### src/rtl/uart_pkg.sv
// Shared UART definitions: receiver/transmitter state encoding and bit-timing helper.
package uart_pkg;

  typedef enum logic [2:0] {
    IDLE   = 3'd0,
    START  = 3'd1,
    DATA   = 3'd2,
    PARITY = 3'd3,
    STOP   = 3'd4,
    BREAK  = 3'd5
  } uart_state_t;

  function automatic int clks_per_bit(input int clk_freq, input int baud_rate);
    return clk_freq / baud_rate;
  endfunction

endpackage

### src/rtl/uart_sync.sv
// Two-flop synchroniser for a single asynchronous input; RESET_VAL sets the idle level.
module uart_sync #(
  parameter logic RESET_VAL = 1'b1
) (
  input  logic clk,
  input  logic reset,
  input  logic d,
  output logic q
);

  logic meta;

  always_ff @(posedge clk or posedge reset) begin
    if (reset) begin
      meta <= RESET_VAL;
      q    <= RESET_VAL;
    end else begin
      meta <= d;
      q    <= meta;
    end
  end

endmodule

### src/rtl/uart_rx.sv
// 8N1 UART receiver with valid/ready output, framing-error and overrun pulses.
// Defining UART_RX_PARITY_EN switches the frame to 8E1 and adds the parity_err output.
module uart_rx
  import uart_pkg::*;
#(
  parameter int CLK_FREQ  = 100000000,
  parameter int BAUD_RATE = 115200
) (
  input  logic       clk,
  input  logic       reset,
  input  logic       rx,
  output logic [7:0] rx_data,
  output logic       rx_valid,
  input  logic       rx_ready,
  output logic       frame_err,
  output logic       overrun
`ifdef UART_RX_PARITY_EN
  ,
  output logic       parity_err
`endif
);

  localparam int CLKS_PER_BIT = clks_per_bit(CLK_FREQ, BAUD_RATE);
  localparam int CW = $clog2(CLKS_PER_BIT);
  localparam logic [CW-1:0] LAST = CW'(CLKS_PER_BIT - 1);
  localparam logic [CW-1:0] HALF = CW'(CLKS_PER_BIT / 2);

  uart_state_t   state;
  logic [CW-1:0] cnt;
  logic [2:0]    idx;
  logic [7:0]    shreg;
  logic          rx_s;
`ifdef UART_RX_PARITY_EN
  logic          par_bad;
`endif

  uart_sync #(.RESET_VAL(1'b1)) u_sync (
    .clk   (clk),
    .reset (reset),
    .d     (rx),
    .q     (rx_s)
  );

  always_ff @(posedge clk or posedge reset) begin
    if (reset) begin
      state     <= IDLE;
      cnt       <= '0;
      idx       <= '0;
      shreg     <= '0;
      rx_data   <= '0;
      rx_valid  <= 1'b0;
      frame_err <= 1'b0;
      overrun   <= 1'b0;
`ifdef UART_RX_PARITY_EN
      par_bad    <= 1'b0;
      parity_err <= 1'b0;
`endif
    end else begin
      frame_err <= 1'b0;
      overrun   <= 1'b0;
`ifdef UART_RX_PARITY_EN
      parity_err <= 1'b0;
`endif
      if (rx_valid && rx_ready)
        rx_valid <= 1'b0;

      case (state)
        IDLE: begin
          cnt <= '0;
          if (!rx_s)
            state <= START;
        end

        START: begin
          if (cnt == HALF) begin
            cnt   <= '0;
            idx   <= '0;
            state <= rx_s ? IDLE : DATA;
          end else begin
            cnt <= cnt + 1'b1;
          end
        end

        DATA: begin
          if (cnt == LAST) begin
            cnt        <= '0;
            shreg[idx] <= rx_s;
            if (idx == 3'd7) begin
`ifdef UART_RX_PARITY_EN
              state <= PARITY;
`else
              state <= STOP;
`endif
            end else begin
              idx <= idx + 3'd1;
            end
          end else begin
            cnt <= cnt + 1'b1;
          end
        end

`ifdef UART_RX_PARITY_EN
        PARITY: begin
          if (cnt == LAST) begin
            cnt        <= '0;
            par_bad    <= (rx_s != ^shreg);
            parity_err <= (rx_s != ^shreg);
            state      <= STOP;
          end else begin
            cnt <= cnt + 1'b1;
          end
        end
`endif

        STOP: begin
          if (cnt == LAST) begin
            cnt <= '0;
            if (rx_s) begin
              state <= IDLE;
`ifdef UART_RX_PARITY_EN
              if (!par_bad) begin
`else
              begin
`endif
                // A commit in the handshake cycle overrides the clear above.
                if (!rx_valid || rx_ready) begin
                  rx_data  <= shreg;
                  rx_valid <= 1'b1;
                end else begin
                  overrun <= 1'b1;
                end
              end
            end else begin
              frame_err <= 1'b1;
              state     <= BREAK;
            end
          end else begin
            cnt <= cnt + 1'b1;
          end
        end

        BREAK: begin
          cnt <= '0;
          if (rx_s)
            state <= IDLE;
        end

        default: state <= IDLE;
      endcase
    end
  end

endmodule

### config.mk
export PLATFORM = sky130hd
export DESIGN_NAME = uart_rx
export DESIGN_NICKNAME = d
export VERILOG_FILES = /design/src/rtl/uart_pkg.sv /design/src/rtl/uart_sync.sv /design/src/rtl/uart_rx.sv
export SDC_FILE = /design/constraint.sdc
export NUM_CORES = 1
export LEC_CHECK = 0
export ABC_AREA = 1
export BUFFER_PORTS_ARGS = -buffer_cell sky130_fd_sc_hd__buf_2
export CAP_MARGIN = 25
export CELL_PAD_IN_SITES_DETAIL_PLACEMENT = 0
export CELL_PAD_IN_SITES_GLOBAL_PLACEMENT = 2
export CORE_UTILIZATION = 37
export DETAILED_ROUTE_END_ITERATION = 8
export GPL_TIMING_DRIVEN = 1
export MAX_ROUTING_LAYER = met4
export PLACE_DENSITY = 0.94
export REMOVE_ABC_BUFFERS = 1
export SETUP_SLACK_MARGIN = 0.2
export SYNTH_ARGS = -nofsm -noshare
export SYNTH_HDL_FRONTEND = slang
export SYNTH_SLANG_ARGS = --single-unit
### constraint.sdc
create_clock -name clk -period 2.5 [get_ports clk]
set_input_delay 0 -clock clk [delete_from_list [all_inputs] [get_ports clk]]
set_output_delay 0 -clock clk [all_outputs]
set_load 0.01 [all_outputs]
After elaboration in Yosys (flattened, before gate mapping)
Cells that the tools add are included.
{"block": "totals", "ff_bits": 37, "in_bits": 4, "out_inout_bits": 11, "elab_cells": 72}
{"block": "op_classes", "n_addsub": 2, "order_cmp": 2, "n_eq_ne": 14, "mux": 31, "n_reduce_logical": 13}
{"op": "3-bit 2-to-1 mux", "count": 10}
{"op": "10-bit case mux with 3 select lines", "count": 1}
{"op": "10-bit 2-to-1 mux", "count": 2}
{"op": "3-bit case mux with 5 select lines", "count": 1}
{"op": "1-bit 2-to-1 mux", "count": 13}
{"op": "2-bit != test, second input constant", "count": 6}
{"op": "10-bit by 1-bit adder with 10-bit output, second input constant", "count": 1}
{"op": "10-bit == test, second input constant", "count": 1}
{"op": "10-bit by 9-bit == test with 1-bit output, second input constant", "count": 1}
{"op": "3-bit == test, second input constant", "count": 3}
{"op": "8-bit bitwise mux", "count": 1}
{"op": "4-bit AND reduction", "count": 2}
{"op": "3-bit case mux with 2 select lines", "count": 1}
{"op": "6-bit AND reduction", "count": 1}
{"op": "3-bit by 4-bit < comparator with 1-bit output, second input constant", "count": 1}
{"op": "2-bit OR reduction", "count": 2}
{"op": "3-bit by 1-bit adder with 3-bit output, second input constant", "count": 1}
{"op": "1-bit demux with 3-bit select", "count": 1}
{"op": "3-bit by 1-bit == test with 1-bit output, second input constant", "count": 1}
{"op": "3-bit by 2-bit == test with 1-bit output, second input constant", "count": 1}
{"op": "3-bit by 1-bit greater-or-equal comparator with 1-bit output, second input constant", "count": 1}
{"op": "3-bit zero test", "count": 1}
{"op": "3-bit nonzero test", "count": 1}
{"op": "1-bit logical AND", "count": 2}
{"op": "6 further kinds", "count": 6}

Depth between registers and ports, before layout
{"block": "depth", "word_depth": 6, "mapped_depth": 10, "depth_no_buf": 10}

By module
From an unflattened synthesis, not the netlist that was laid out.
{"block": "unflattened", "hier_cells": 297, "area_unflattened_um2": 2159.6}
{"mod": "uart_rx", "instances": 1, "cells_per_inst": 294, "area_each_um2": 2103.3, "seq_area_each_um2": 875.8}
{"mod": "uart_sync", "instances": 1, "cells_per_inst": 3, "area_each_um2": 56.3, "seq_area_each_um2": 52.6}

Worst setup path before layout
Ideal clock, no wire load.
{"block": "synth_path", "path_kind": "register to register", "start": "register cnt[1]", "end": "register rx_data[0]", "setup_time_ns": 0.117, "t_arrival_ns": 1.357, "t_required_ns": 2.383, "setup_slack_ns": 1.026, "stages_incl_launch_ff": 9, "path_buffers": 0, "period_less_slack_ns": 1.474, "path_cell_list": "dfrtp_1 > ha_1 > nand2_1 > nor2_4 > nand2_4 > nor3_4 > nand2_4 > nand2_1 > nand2_1"}
{"block": "synth_via", "elab_chain_len": 2}
{"item": "start: declaration", "line_no": "uart_rx.sv:29", "text": "logic [CW-1:0] cnt;"}
{"item": "start signal: assignment", "line_no": "uart_rx.sv:80", "text": "cnt <= cnt + 1'b1;"}
{"item": "start signal: assignment", "line_no": "uart_rx.sv:98", "text": "cnt <= cnt + 1'b1;"}
{"item": "start signal: assignment", "line_no": "uart_rx.sv:138", "text": "cnt <= cnt + 1'b1;"}
{"item": "10-bit == test", "line_no": "uart_rx.sv:116", "text": "if (cnt == LAST) begin"}
{"item": "4-bit AND reduction (no line)"}
{"item": "end signal: assignment", "line_no": "uart_rx.sv:127", "text": "rx_data <= shreg;"}
{"item": "end: declaration", "line_no": "uart_rx.sv:12", "text": "output logic [7:0] rx_data,"}
Every way passes these cells.
A chain may end at the register's enable or synchronous reset.

Worst setup path in the final report
{"block": "layout_path", "start": "register cnt[1]", "end": "register rx_data[5]"}
Same word-level chain as after synthesis.

==> summary.md <==
| Metric | Value |
|---|---|
| Final setup margin | `703 ps` |
| Die W | `74.1 um` |
| Crit path largest cell delay | `410 ps` |
| CP startpoint kind | `register` |
| Via density | `4.59` |
| Total CTS buffers | `5` |
| Fin cells | `339` |
| Syn_area_per_cell | `7.75 um^2` |
| Hold Vio Cnt, Final | `0` |
| Die area | `5490 um^2` |
| Clock share of power | `0.459` |
| Slowest cell on the critical path | `nor3_4` |
| Pwr dens | `520 nW/um^2` |
| Nets@finish | `279` |
| Req. time, crit path | `2690 ps` |
| Root Buffer | `clkbuf_8` |
| VDD IR max | `231 uV` |
| Cell count after synthesis | `248` |
| CTS Buffer Depth | `2` |
| Switching Share | `0.215` |
| Synth Cell Area | `1920 um^2` |
| Initial antenna violation count | `0` |
| FMAX | `556 MHz` |
| Antenna diode count | `0` |
| Hold Crit Class | `input port to register` |
| Reg power frac | `0.522` |
| Clock Latency Late Sink | `290 ps` |
| Final Slew Violations | `0` |
| Int Pwr | `0.000906 W` |
| Post-CTS Setup Inserts | `0` |
| Leak pwr | `1.20 nW` |
| Die H | `74.1 um` |
| DRT antenna net count | `0` |
| Final setup vio count | `0` |
| CTS tree | `built` |
| Area delta synth->final | `15.4%` |
| Core ar. | `4850 um^2` |
| I/O pin count | `15` |
| Max_slew headroom | `0.476` |
| Fin crit share | `0.719` |
| Vias in the first global route | `1448` |
| Clk pin slew, worst setup/hold paths | `90 ps` |
| TNS Setup | `0 ps` |
| NetSw | `0.000249 W` |
| Worst-Margin Slew | `785 ps` |
| First-pass GRT wire length | `6.91 mm` |
| GPL Wtd Cong | `0.794` |
| Post-CTS Resized | `0` |
| Most frequent cells in the layout | `nand2_1, dfrtp_1, inv_1` |
| Kind of critical path | `register to register` |
| H-tree Lvls | `2` |
| Starting density of the core | `0.396` |
| # port buffers | `14` |
| Min cycle time layout | `1800 ps` |
| YS warnings | `0` |
| Hold WS | `250 ps` |
| Distinct cells, synth | `24` |
| Drt pass-1 iters | `4` |
| FF+latch count, synth | `37` |
| Critical-path maximum fanout | `16` |
| Maxcap violations | `0` |
| Gr ovfl total | `0` |
| Outcome | `complete, no violations` |
| Drt initial violations | `96` |
| GRT Total Usage | `0.170` |
| Placed insts | `329` |
| DP HPWL | `2.88 mm` |
| Critical path endpoint category | `register` |
| RSZ-0062 raised after global routing | `false` |
| Layout cell share with drive strength beyond 1 | `0.162` |
| Sequential-to-total area share from yosys stat | `0.483` |
| Final WL | `3.93 mm` |
| Rows | `25` |
| WP data arrival | `1990 ps` |
| CTS Sinks | `37` |
| Cell repeated most along the worst path | `nand2_1` |
| Via count | `1555` |
| Combinational cell fraction of total power | `0.020` |
| DRC | `0` |
| Commonest non-fill, non-tap cell in the layout | `nand2_1` |
| Clk_skew | `12.2 ps` |
| Largest net degree at the start of global routing | `22` |
| Post-synth top area cell | `dfrtp_1` |
| DP Worst Slack | `699 ps` |
| CP Cell Sequence | `ha_1 > nand2_1 > nor2_4 > nand2_4 > nor3_4 > nand2_4 > nand2_1 > nand2_1` |
| Yosys top cell area share | `0.456` |
| CTS Hold Bufs | `2` |
| Routed len/inst | `11.6 um` |
| Top cells by area, synth | `dfrtp_1, nand2_1, nand3_1` |
==> area by class of cell <==
| cell class | count | area [um^2] |
|---|---|---|
| inverters | 32 | 120 |
| well taps | 67 | 83.8 |
| multi-input cells | 177 | 866 |
| flip-flops and latches | 37 | 928 |
| clock buffers | 5 | 68.8 |
| fillers | 494 | 2630 |
| repair buffers | 18 | 105 |
| clock inverters | 3 | 46.3 |
==> Yosys cell counts <==
library cell	n
clkbuf_1	2
nor3_1	3
nor2_1	22
nand3_1	25
nand2_2	2
nand2_4	2
xor2_1	1
o21bai_1	1
o21ai_0	13
nor2_2	2
nand2_1	82
a21oi_1	2
o21ai_1	5
dfstp_2	2
inv_2	5
nand3_2	2
o31ai_1	4
nor3_4	1
or2_2	1
nand3b_1	2
dfrtp_1	35
ha_1	4
nor2_4	3
inv_1	27
==> through the flow <==
step                      total power, W  utilization  instance area [um^2]
after global placement          0.000635        0.430                  2080
after CTS                        0.00117        0.458                  2220
after floorplan                 0.000625            -                  1910
after global routing             0.00120        0.458                  2220
final                            0.00115        0.458                  2220
after detailed placement        0.000635        0.430                  2080
==> kinds of logic after synthesis <==
group           after synthesis  synth area share
compound gates               25            0.0716
xor+xnor                      1           0.00456
fa+ha+maj                     4            0.0260
buf+inv                      34            0.0664
flops                        37             0.483
simple gates                147             0.348
==> final timing paths <==
path,cells after the start,slack (ps),to,from
worst min register to register,0,360,u_sync.q,u_sync.meta
min in group asynchronous,3,390,rx_valid,reset
worst max register to register,8,700,rx_data[5],cnt[1]
worst min-delay path,4,250,overrun,rx_ready
max in group asynchronous,4,1400,u_sync.q,reset
worst max-delay path,8,700,rx_data[5],cnt[1]
==> flip-flops by register name, summed over array words and instances, names as in the netlist <==
register,cells
idx,3
rx_valid,1
rx_data,8
shreg,8
cnt,10
overrun,1
state,3
u_sync.q,1
u_sync.meta,1
frame_err,1
==> metal layers <==
metal / part of all wire / track usage / up-vias
met3: 0.024 / 0.0285 / 4
met5: 0 / - / -
li1: - / - / 832
met1: 0.55 / 0.247 / 698
met2: 0.42 / 0.241 / 21
met4: 0.0097 / 0.0513 / 0
==> worst max-delay path: cells and delay by family, from the launching register on <==
kind / cells / cell delay (ps)
and+or+nand+nor: 7 / 1080
DFF: 1 / 390
adders and majority gates: 1 / 230
==> power by group through the flow <==
stage                     clock network, W  registers, W  logic (W)
final                             0.000530      0.000602  0.0000225
after detailed placement                 0      0.000614  0.0000213
after CTS                         0.000545      0.000602  0.0000235
after floorplan                          0      0.000614  0.0000115
after global routing              0.000569      0.000602  0.0000265
after global placement                   0      0.000614  0.0000208
Power figures use the tool's default switching activity.
